### config.mk
export PLATFORM = sky130hd
export DESIGN_NAME = mem_arbiter
export DESIGN_NICKNAME = d
export VERILOG_FILES = /design/src/rtl/mem_arbiter.sv
export SDC_FILE = /design/constraint.sdc
export NUM_CORES = 1
export LEC_CHECK = 0
export BUFFER_PORTS_ARGS = -buffer_cell sky130_fd_sc_hd__clkbuf_2
export CORE_AREA = 2 2 105 107
export CTS_CLUSTER_DIAMETER = 200
export CTS_CLUSTER_SIZE = 40
export DETAILED_ROUTE_END_ITERATION = 10
export DIE_AREA = 0 0 107 109
export PLACE_DENSITY_LB_ADDON = 0.3
export SLEW_MARGIN = 15
export SYNTH_ARGS = -nofsm -noshare
export SYNTH_HDL_FRONTEND = slang
export SYNTH_SLANG_ARGS = --single-unit
### constraint.sdc
create_clock -name CLK -period 1.9 [get_ports CLK]
set_clock_uncertainty 0.05 [all_clocks]
set_input_delay 0.095 -clock CLK [delete_from_list [all_inputs] [get_ports CLK]]
set_output_delay 0.095 -clock CLK [all_outputs]
set_load 0.005 [all_outputs]
### src/rtl/mem_arbiter.sv
// Unified RAM port arbiter between instruction fetch and load/store requesters.
// Optional I-side anti-starvation counter enabled by defining MEM_ARB_STARVE_EN.
module mem_arbiter #(
    parameter int WORD_W = 32
`ifdef MEM_ARB_STARVE_EN
    , parameter int STARVE_MAX = 4
`endif
) (
    input  logic              CLK,
    input  logic              nRST,
    input  logic              iREN,
    input  logic [WORD_W-1:0] iaddr,
    output logic [WORD_W-1:0] iload,
    output logic              ihit,
    input  logic              dREN,
    input  logic              dWEN,
    input  logic [WORD_W-1:0] daddr,
    input  logic [WORD_W-1:0] dstore,
    output logic [WORD_W-1:0] dload,
    output logic              dhit,
    output logic              ramREN,
    output logic              ramWEN,
    output logic [WORD_W-1:0] ramaddr,
    output logic [WORD_W-1:0] ramstore,
    input  logic [WORD_W-1:0] ramload,
    input  logic [1:0]        ramstate
);

    localparam logic [1:0] IDLE   = 2'd0;
    localparam logic [1:0] DGRANT = 2'd1;
    localparam logic [1:0] IGRANT = 2'd2;

    localparam logic [1:0] RAM_ACCESS = 2'd2;
    localparam logic [1:0] RAM_ERROR  = 2'd3;

    logic [1:0] state;
    logic [1:0] next_state;
    logic       d_req;
    logic       ram_done;
    logic       starve_grant;

    assign d_req    = dREN | dWEN;
    assign ram_done = (ramstate == RAM_ACCESS) || (ramstate == RAM_ERROR);

`ifdef MEM_ARB_STARVE_EN
    logic [2:0] starve_cnt;

    assign starve_grant = iREN && (starve_cnt == STARVE_MAX[2:0]);

    // Counts D grants taken while the I-side was waiting in IDLE.
    always_ff @(posedge CLK or negedge nRST) begin
        if (!nRST) begin
            starve_cnt <= 3'd0;
        end else if (state == IDLE) begin
            if (!iREN || next_state == IGRANT)
                starve_cnt <= 3'd0;
            else if (next_state == DGRANT)
                starve_cnt <= starve_cnt + 3'd1;
        end
    end
`else
    assign starve_grant = 1'b0;
`endif

    // NOTE: every variable gets a default at the top of always_comb so no
    // path through the case can leave one unassigned and infer a latch.
    always_comb begin
        next_state = state;
        case (state)
            IDLE: begin
                if (d_req && !starve_grant)
                    next_state = DGRANT;
                else if (iREN)
                    next_state = IGRANT;
            end
            DGRANT: begin
                if (!d_req || ram_done)
                    next_state = IDLE;
            end
            IGRANT: begin
                if (!iREN || ram_done)
                    next_state = IDLE;
            end
            default: next_state = IDLE;
        endcase
    end

    // NOTE: state is sequential, so it uses non-blocking assignment and the
    // asynchronous active-low reset forces IDLE without waiting for a clock.
    always_ff @(posedge CLK or negedge nRST) begin
        if (!nRST)
            state <= IDLE;
        else
            state <= next_state;
    end

    // Outputs are purely combinational so a dropped request releases the RAM
    // in the same cycle and reset clears the enables immediately.
    always_comb begin
        ramREN   = 1'b0;
        ramWEN   = 1'b0;
        ramaddr  = '0;
        ramstore = '0;
        ihit     = 1'b0;
        dhit     = 1'b0;
        iload    = '0;
        dload    = '0;
        case (state)
            DGRANT: begin
                if (d_req) begin
                    ramaddr  = daddr;
                    ramstore = dstore;
                    ramWEN   = dWEN;
                    ramREN   = dREN & ~dWEN;
                    if (ramstate == RAM_ACCESS) begin
                        dhit  = 1'b1;
                        dload = ramload;
                    end
                end
            end
            IGRANT: begin
                if (iREN) begin
                    ramaddr = iaddr;
                    ramREN  = 1'b1;
                    if (ramstate == RAM_ACCESS) begin
                        ihit  = 1'b1;
                        iload = ramload;
                    end
                end
            end
            default: ;
        endcase
    end

endmodule

==> results of run 1 <==
[metrics by stage]
stage | hold slack, ns | setup slack (ns) | utilization | total power, mW | std cells
floorplan | -0.251 | 0.392 | - | 0.942 | 208
global placement | -0.167 | 0.217 | 0.272 | 1.58 | 599
detailed placement | -0.165 | 0.159 | 0.272 | 1.59 | 599
CTS | 0.167 | 0.00616 | 0.289 | 1.94 | 608
global route | 0.156 | -0.0649 | 0.318 | 2.30 | 615
finish | 0.154 | 0.0122 | 0.318 | 2.10 | 615
[power breakdown]
| group | leakage (nW) | internal (mW) | total (mW) | switching [mW] |
|---|---|---|---|---|
| combinational | 1.81 | 0.997 | 1.85 | 0.850 |
| clock | 0.0216 | 0.135 | 0.178 | 0.0433 |
| sequential | 0.0257 | 0.0575 | 0.0758 | 0.0183 |
[cell usage after synthesis]
cell type,instances
a221oi_2,1
a21oi_1,1
and2_1,98
nand2_1,2
o211ai_1,2
a21boi_0,1
o21a_2,1
nor3b_4,1
buf_2,10
ha_1,3
nand3b_1,1
inv_2,1
o2111ai_1,1
nor3_2,1
o21ai_1,1
dfrtp_1,2
o221ai_1,1
inv_1,4
a22oi_1,32
buf_6,2
nor2b_1,32
clkbuf_1,8
nor2_1,1
and3b_1,1
[worst paths after layout]
kind	from	end	slack [ns]	depth (start not counted)
max	state[1]	dload[3]	0.01	8
min	nRST	state[1]	0.15	2
max reg2reg	state[1]	state[1]	0.17	7
min reg2reg	state[1]	state[1]	0.56	2
max in group asynchronous	nRST	state[0]	1.54	2
min in group CLK	iREN	state[1]	0.20	3
[routing by layer]
| layer | vias up | routed length, um | track usage |
|---|---|---|---|
| met5 | - | 0 | 0 |
| met4 | 0 | 50 | 0.0223 |
| met3 | 5 | 523 | 0.0126 |
| met2 | 145 | 4150 | 0.214 |
| met1 | 1092 | 3090 | 0.122 |
| li1 | 1223 | - | - |
[worst max-delay path, delay by kind of cell (launching register included)]
family | cells | cell delay, ns
fa+ha+maj | 1 | 0.15
buf+inv | 4 | 0.50
compound gates | 1 | 0.14
simple gates | 2 | 0.35
flops | 1 | 0.39
[cells by family (layout without fill, tap and decap cells)]
group                      after synthesis  in the layout  share of synthesized area
and+or+nand+nor                        137            137                      0.624
AOI/OAI and AO/OA                       41             41                      0.226
buffers and inverters                   25            292                     0.0871
adders and majority gates                3              3                     0.0270
DFF                                      2              2                     0.0359
[layout make-up]
cell class,count,area share
repair buffers,284,0.501
multi-input cells,181,0.415
well taps,140,0.0519
flip-flops and latches,2,0.0148
clock buffers,3,0.0122
inverters,5,0.00556
[repair_timing]
action / 4_1_cts / 5_1_grt
gates cloned: 3 / 4
hold endpoints to repair: 2 / 0
hold buffers: 1 / 0
endpoints found under the setup margin: 24 / 77
pin swaps: 0 / 10
setup buffers: 2 / 4
resized for setup: 10 / 58
==> flow_metrics.env, run 1 <==
export IMPL_crit_path_top_delay_cell="dfrtp_1"
export IMPL_cts_tree="done"
export IMPL_wire_per_inst_um=12.7
export IMPL_leakagePower_nw=1.86
export IMPL_hpwl_um=5530
export IMPL_final_cell_mix="clkbuf_2 (249), and2_1 (87), nor2b_1 (32)"
export IMPL_synth_distinct_cells=24
export IMPL_worst_slew_pin_transition_ns=0.233
export IMPL_fp_dieArea_um2=11700
export IMPL_grt_pass1_vias=2072
export IMPL_setup_tns_final_ns=0
export IMPL_rsz0062_at_grt="yes"
export IMPL_htree_levels=1
export IMPL_layout_commonest_cell="clkbuf_2"
export IMPL_drt_initial_drc_count=51
export IMPL_cts_sinks=2
export IMPL_fp_dieH_um=109
export IMPL_synth_seq_cells=2
export IMPL_max_freq_ghz=0.530
export IMPL_crit_chain="inv_2, ha_4, o21a_4, nor3b_4, buf_6, clkbuf_16, and2_4, clkbuf_2"
export IMPL_fillers=1136
export IMPL_syn_to_final_growth_pct=142
export IMPL_ys_seq_area_frac=0.0359
export IMPL_coreArea_um2=10600
export IMPL_fin_nets=615
export IMPL_syn_nets=346
export IMPL_cp_max_fo=8
export IMPL_cts_root_buf="clkbuf_8"
export IMPL_power_density_nw_per_um2=622
export IMPL_cts_buffer_depth=2
export IMPL_regArea_um2=50.0
export IMPL_fin_crit_ns=1.89
export IMPL_num_vias=2465
export IMPL_drv_cap=0
export IMPL_wirelength_um=7810
export IMPL_finalHoldViolations=0
export IMPL_relSlewSlack=0.844
export IMPL_outcome="finished clean"
export IMPL_clk_insertion_delay_late_ns=0.22
export IMPL_syn_area_um2=1390
export IMPL_grt_pass1_wl_um=9980
export IMPL_multiInputGateArea_um2=1400
export IMPL_num_rows=38
export IMPL_slowest_delay_ns=0.39
export IMPL_ys_warn_count=0
export IMPL_hold_path_class="input port to asynchronous set/reset pin"
export IMPL_avgViaCountPerCell=4.01
export IMPL_first_pass_iters=4
export IMPL_place_area_um2=2880
export IMPL_antenna_found_initial=0
export IMPL_clkTransAtPathRegs_ns=0.03
export IMPL_drcViolationCount=0
export IMPL_synth_largest_area_cell="and2_1"
export IMPL_reg_largest_list="state x2"
export IMPL_grt_use_total=0.108
export IMPL_synth_top_area_share=0.440
export IMPL_grt_overflow=0
export IMPL_critPathCaptureType="primary output"
export IMPL_period_share=0.994
export IMPL_final_area_um2=3380
export IMPL_start_kind="flop"
export IMPL_initial_core_util=0.131
export IMPL_grt_max_degree=34
export IMPL_setup_violations_final=0
export IMPL_crit_required_ns=1.75
export IMPL_num_antenna_cells=0
export IMPL_syn_inst=208
export IMPL_place_congestion=0.715
export IMPL_io_buffers=266
export IMPL_critPathKind="flop to primary output"
export IMPL_worst_ep_arrival_time_ns=1.74
export IMPL_cts_buffers=3
export IMPL_largest_register_ffs=2
export IMPL_yosys_top_cells_area="and2_1 (44%), a22oi_1 (17%), nor2b_1 (14%)"
export IMPL_antenna_left=0
export IMPL_syn_area_per_cell_um2=6.70
export IMPL_ir_drop_mv=0.223
export IMPL_drv_slew=0
export IMPL_regMostFlops="state"
export IMPL_pin_count=267
export IMPL_layout_drive_gt1_share=0.695
export IMPL_die_width_um=107
Note: power is estimated with default switching activity, not from simulation.
==> run 2: changes to the inputs <==
==> constraint.sdc (replaced) <==
create_clock -name CLK -period 1.9 [get_ports CLK]
set_clock_uncertainty 0.05 [all_clocks]
set_input_delay 0.285 -clock CLK [delete_from_list [all_inputs] [get_ports CLK]]
set_output_delay 0.285 -clock CLK [all_outputs]
set_load 0.005 [all_outputs]
==> run 2 against run 1 <==
  * The run now ends with setup timing left
  * Critical path type unchanged
  * Largest power group unchanged
  * Cell area rose by 0.11%
  * First-iteration DRC count did not move
  * Sequential share of layout area barely moved
  * Power rose by 4.8%
==> flow_metrics.env, run 2 (synthesis results as in run 1) <==
export IMPL_grt_pass1_wl_um=10400
export IMPL_cts_tree="done"
export IMPL_max_freq_ghz=0.499
export IMPL_setup_violations_final=95
export IMPL_layout_drive_gt1_share=0.697
export IMPL_cts_root_buf="clkbuf_8"
export IMPL_initial_core_util=0.131
export IMPL_power_density_nw_per_um2=651
export IMPL_hpwl_um=5730
export IMPL_outcome="finished with violations"
export IMPL_fin_nets=619
export IMPL_ir_drop_mv=0.280
export IMPL_post_place_cells=600
export IMPL_critPathKind="flop to primary output"
export IMPL_cp_num_buf_inv=4
export IMPL_drv_slew=0
export IMPL_num_rows=38
export IMPL_crit_family="buffers and inverters"
export IMPL_htree_levels=1
export IMPL_critPathCaptureType="primary output"
export IMPL_grt_pass1_vias=2166
export IMPL_leakagePower_nw=1.87
export IMPL_drt_initial_drc_count=51
export IMPL_fin_ws_ns=-0.103
export IMPL_hold_path_class="input port to asynchronous set/reset pin"
export IMPL_num_antenna_cells=0
export IMPL_finalHoldViolations=0
export IMPL_antenna_left=0
export IMPL_cts_buffers=3
export IMPL_regMostFlops="state"
export IMPL_worst_ep_arrival_time_ns=1.67
export IMPL_place_congestion=0.720
export IMPL_grt_max_degree=34
export IMPL_critPathMostFrequentCell="buf_6"
export IMPL_drcViolationCount=0
export IMPL_fp_dieArea_um2=11700
export IMPL_start_kind="flop"
export IMPL_crit_required_ns=1.56
export IMPL_final_cell_mix="clkbuf_2 (249), and2_1 (82), nor2b_1 (32)"
export IMPL_antenna_found_initial=0
export IMPL_fillers=1157
export IMPL_num_vias=2494
export IMPL_violations="setup timing"
export IMPL_coreArea_um2=10600
export IMPL_cts_buffer_depth=2
export IMPL_fin_total_pwr_mw=2.20
export IMPL_relSlewSlack=0.849
export IMPL_pin_count=267
export IMPL_cts_sinks=2
export IMPL_wirelength_um=7900
export IMPL_fin_cells=619
export IMPL_crit_path_top_delay_cell="dfrtp_1"
export IMPL_slowest_delay_ns=0.39
export IMPL_cp_max_fo=8
export IMPL_grt_overflow=0
export IMPL_layout_commonest_cell="clkbuf_2"
export IMPL_die_width_um=107
export IMPL_first_pass_iters=3
export IMPL_period_share=1.05
export IMPL_worst_slew_pin_transition_ns=0.225
export IMPL_crit_chain="inv_2, ha_4, o21a_4, nor3b_4, buf_6, buf_6, and2_1, clkbuf_2"
export IMPL_io_buffers=266
export IMPL_fp_dieH_um=109
export IMPL_drv_cap=0
export IMPL_rsz0062_at_grt="yes"
export IMPL_avgViaCountPerCell=4.03
export IMPL_clkTransAtPathRegs_ns=0.03
export IMPL_syn_to_final_growth_pct=143
export IMPL_reg_largest_list="state x2"
export IMPL_grt_use_total=0.111
export IMPL_clk_insertion_delay_late_ns=0.21
export IMPL_wire_per_inst_um=12.8
export IMPL_largest_register_ffs=2
export IMPL_fin_crit_ns=2.00
[run 2: cell types whose count changed in the layout (fill, tap and decap cells not counted), moves of 5 or more]
| cell | change |
|---|---|
| a22oi_1 | +6 |
| a22oi_2 | -6 |
| and2_1 | -5 |
| and2_4 | +5 |
| buf_2 | -6 |
| buf_4 | +5 |
| buf_6 | +7 |
[run 2: through the flow]
step                      cell area (um2)   util  hold WS (ns)  setup WS (ns)  TNS (ns)
final                                3380  0.319         0.351         -0.103     -4.78
after global routing                 3380  0.319         0.352         -0.221    -15.13
after CTS                            3240  0.306         0.366         -0.125     -7.16
after detailed placement             2900  0.274        0.0310        -0.0230   -0.0230
after global placement               2900  0.274        0.0261         0.0117         0
after floorplan                      1390      -       -0.0606          0.202         0
[run 2: cell type report]
class,count,area [um2],share of cell area
inverters,5,18.8,0.00555
clock buffers,3,41.3,0.0122
repair buffers,288,1710,0.506
multi-input cells,181,1390,0.410
well taps,140,175,0.0518
flip-flops and latches,2,50.0,0.0148
[run 2: metal layers]
metal | part of all wire | GRT usage | wire length, um | up-vias
met3 | 0.063 | 0.0102 | 499 | 4
li1 | - | - | - | 1231
met1 | 0.38 | 0.127 | 3020 | 1122
met2 | 0.55 | 0.221 | 4330 | 137
met5 | 0 | 0 | 0 | -
met4 | 0.0061 | 0.0278 | 48 | 0
[run 2: repair_timing]
item	CTS	global route
hold endpoints to repair	2	0
setup buffers	9	2
resized for setup	30	51
hold buffers	1	0
pin swaps	0	13
cloned	3	4
endpoints found under the setup margin	129	130
[run 2: power breakdown]
group / internal, mW / switching (mW)
sequential: 0.0575 / 0.0175
combinational: 1.09 / 0.868
clock: 0.134 / 0.0316
[run 2: worst paths after layout]
kind                              from         to  slack, ns  depth (start not counted)
min reg2reg                   state[0]   state[0]       0.67                          3
max                           state[1]  dload[11]      -0.10                          8
min                               nRST   state[0]       0.35                          2
max reg2reg                   state[0]   state[1]       0.27                          7
min in group CLK           ramstate[1]   state[0]       0.39                          3
max in group asynchronous         nRST   state[1]       1.35                          2
==> run 3: changes to the inputs <==
--- a/config.mk
+++ b/config.mk
@@ -5,12 +5,13 @@
 export SDC_FILE = /design/constraint.sdc
 export NUM_CORES = 1
 export LEC_CHECK = 0
+export ABC_AREA = 1
 export BUFFER_PORTS_ARGS = -buffer_cell sky130_fd_sc_hd__clkbuf_2
-export CORE_AREA = 2 2 105 107
+export CORE_AREA = 2 2 104 106
 export CTS_CLUSTER_DIAMETER = 200
 export CTS_CLUSTER_SIZE = 40
 export DETAILED_ROUTE_END_ITERATION = 10
-export DIE_AREA = 0 0 107 109
+export DIE_AREA = 0 0 106 108
 export PLACE_DENSITY_LB_ADDON = 0.3
 export SLEW_MARGIN = 15
 export SYNTH_ARGS = -nofsm -noshare
==> run 3 against run 2 <==
  * The run still ends with setup timing left
  * Maximum frequency rose by 1.5%
  * Count of clock-buffer cells in the layout unchanged
  * Worst hold slack lost 0.0038 ns
  * Sequential power decreased by 2%
  * Largest cell class unchanged
==> flow_metrics.env, run 3 <==
export IMPL_ir_drop_mv=0.463
export IMPL_cts_sinks=2
export IMPL_crit_required_ns=1.56
export IMPL_wirelength_um=9700
export IMPL_grt_max_degree=36
export IMPL_synth_xor_area_frac=0
export IMPL_leakagePower_nw=2.33
export IMPL_grt_use_total=0.134
export IMPL_coreArea_um2=10200
export IMPL_syn_area_per_cell_um2=4.36
export IMPL_drt_initial_drc_count=136
export IMPL_worst_ep_arrival_time_ns=1.64
export IMPL_met2_length_um=5530
export IMPL_initial_core_util=0.135
export IMPL_cts_buffer_depth=2
export IMPL_num_rows=37
export IMPL_relSlewSlack=0.668
export IMPL_ys_seq_area_frac=0.0363
export IMPL_num_vias=3047
export IMPL_muxShareOfSynthArea=0
export IMPL_clkTransAtPathRegs_ns=0.03
export IMPL_avgViaCountPerCell=4.16
export IMPL_syn_nets=454
export IMPL_reg2reg_to="state[1]"
export IMPL_fp_dieH_um=108
export IMPL_largest_register_ffs=2
export IMPL_wl_met1_um=3400
export IMPL_fin_ws_ns=-0.0736
export IMPL_grt_pass1_vias=2645
export IMPL_fillers=1099
export IMPL_synth_largest_area_cell="nand2_1"
export IMPL_num_antenna_cells=0
export IMPL_yosys_top_cells_area="nand2_1 (28%), nor2_1 (27%), a21oi_1 (12%)"
export IMPL_synth_common_cells="nand2_1 (104), nor2_1 (99), inv_1 (44)"
export IMPL_final_util=0.383
export IMPL_layout_drive_gt1_share=0.691
export IMPL_regMostFlops="state"
export IMPL_syn_area_um2=1380
export IMPL_reg_largest_list="state x2"
export IMPL_clk_insertion_delay_late_ns=0.21
export IMPL_place_congestion=0.840
export IMPL_power_density_nw_per_um2=644
export IMPL_synth_top_family_by_area="simple AND/OR/NAND/NOR gates"
export IMPL_critPathCaptureType="primary output"
export IMPL_cts_root_buf="clkbuf_8"
export IMPL_hpwl_um=6620
export IMPL_fin_crit_ns=1.97
export IMPL_rsz0062_at_grt="yes"
export IMPL_cts_buffers=3
export IMPL_grt_overflow=0
export IMPL_slowest_delay_ns=0.37
export IMPL_crit_path_top_delay_cell="dfrtp_1"
export IMPL_fin_nets=736
export IMPL_htree_levels=1
export IMPL_layout_commonest_cell="clkbuf_2"
export IMPL_die_width_um=106
export IMPL_critPathKind="flop to primary output"
export IMPL_first_pass_iters=4
export IMPL_syn_to_final_growth_pct=184
export IMPL_max_freq_ghz=0.507
export IMPL_fp_dieArea_um2=11400
export IMPL_io_buffers=266
export IMPL_synth_simple_gate_area_frac=0.596
export IMPL_synth_edf_count=0
export IMPL_ys_warn_count=0
export IMPL_period_share=1.04
export IMPL_synth_compound_area_frac=0.120
export IMPL_drv_slew=0
export IMPL_crit_chain="inv_2, ha_4, inv_4, nor2_4, buf_4, buf_6, buf_12, nand2_1, a21oi_2, clkbuf_2"
export IMPL_routed_top_layer="met4"
export IMPL_worst_slew_pin_transition_ns=0.497
export IMPL_hold_path_class="input port to asynchronous set/reset pin"
export IMPL_final_cell_mix="clkbuf_2 (219), nand2_1 (84), buf_2 (46)"
export IMPL_finalHoldViolations=0
export IMPL_grt_pass1_wl_um=12500
export IMPL_fin_total_pwr_mw=2.52
export IMPL_pin_count=267
export IMPL_cts_tree="done"
export IMPL_synth_fa_ha_area_frac=0.0272
export IMPL_cp_max_fo=8
export IMPL_synth_distinct_cells=14
export IMPL_drcViolationCount=0
export IMPL_start_kind="flop"
export IMPL_wire_per_inst_um=13.3
export IMPL_synth_top_area_share=0.283
export IMPL_ff2ff_path_depth=7
export IMPL_outcome="finished with violations"
export IMPL_reg2reg_from="state[0]"
export IMPL_syn_inst=316
export IMPL_antenna_found_initial=0
export IMPL_wl_met3_um=696
export IMPL_antenna_left=0
export IMPL_setup_violations_final=60
export IMPL_synth_async_sr_flop_share=1.00
export IMPL_regToRegSetupSlack_ns=0.52
export IMPL_synthFlopType="dfrtp_1"
export IMPL_drv_cap=0
export IMPL_synth_seq_cells=2
export IMPL_synthMostInstantiatedCell="nand2_1"
export IMPL_violations="setup timing"
==> run 3: how the worst max path moves through the flow <==
stage,from,end,depth (start not counted),slack (ns)
global placement,state[0],ramaddr[21],8,-0.01
floorplan,state[1],dload[22],7,0.30
detailed placement,state[0],ramaddr[21],8,-0.04
finish,state[1],ramaddr[7],10,-0.07
CTS,state[1],ramaddr[7],10,-0.06
global route,state[1],ramaddr[7],10,-0.20
==> run 3: final cells by class <==
| class | instances | area [um2] | share of cell area |
|---|---|---|---|
| repair buffers | 296 | 1820 | 0.465 |
| clock buffers | 3 | 41.3 | 0.0105 |
| flip-flops and latches | 2 | 50.0 | 0.0128 |
| multi-input cells | 250 | 1650 | 0.421 |
| well taps | 136 | 170 | 0.0435 |
| inverters | 45 | 184 | 0.0470 |
==> run 3: critical path, delay by kind of cell, from the launching register on <==
family	cells	cell delay [ns]
AOI/OAI and AO/OA	1	0.14
DFF	1	0.37
buffers and inverters	6	0.59
adders and majority gates	1	0.15
and+or+nand+nor	2	0.19
==> run 3: kinds of logic (layout without fill, tap and decap cells) <==
group	Yosys count	after routing
and+or+nand+nor	212	214
buffers and inverters	66	344
AOI/OAI and AO/OA	33	33
adders and majority gates	3	3
DFF	2	2
==> run 3: metal layers <==
layer	vias up	track usage
met5	-	0
met4	0	0.0188
met3	4	0.0229
met2	167	0.280
met1	1372	0.141
li1	1504	-
==> run 3: per-stage QoR <==
step | hold slack (ns) | std cells | cell area (um2) | setup TNS, ns | setup slack (ns)
global placement | 0.0227 | 706 | 2850 | -0.0149 | -0.0149
global route | 0.358 | 732 | 3910 | -9.19 | -0.201
floorplan | -0.0606 | 316 | 1380 | 0 | 0.303
finish | 0.347 | 732 | 3910 | -2.00 | -0.0736
CTS | 0.348 | 726 | 3330 | -2.65 | -0.0627
detailed placement | 0.0297 | 706 | 2850 | -0.0446 | -0.0446
==> run 3: what timing repair did <==
action / 4_1_cts / 5_1_grt
buffers inserted: 8 / 5
pin swaps: 5 / 18
gates resized for setup: 42 / 193
gates cloned: 8 / 5
setup endpoints to repair: 96 / 98
endpoints found under the hold margin: 2 / 0
hold buffers: 1 / 0
==> run 3: power by group <==
| part | total [mW] | leakage (nW) | internal, mW | switching [mW] |
|---|---|---|---|---|
| clock | 0.164 | 0.0216 | 0.134 | 0.0299 |
| sequential | 0.0732 | 0.0258 | 0.0566 | 0.0166 |
| combinational | 2.29 | 2.28 | 1.05 | 1.24 |
| total | 2.52 | 2.33 | 1.24 | 1.28 |
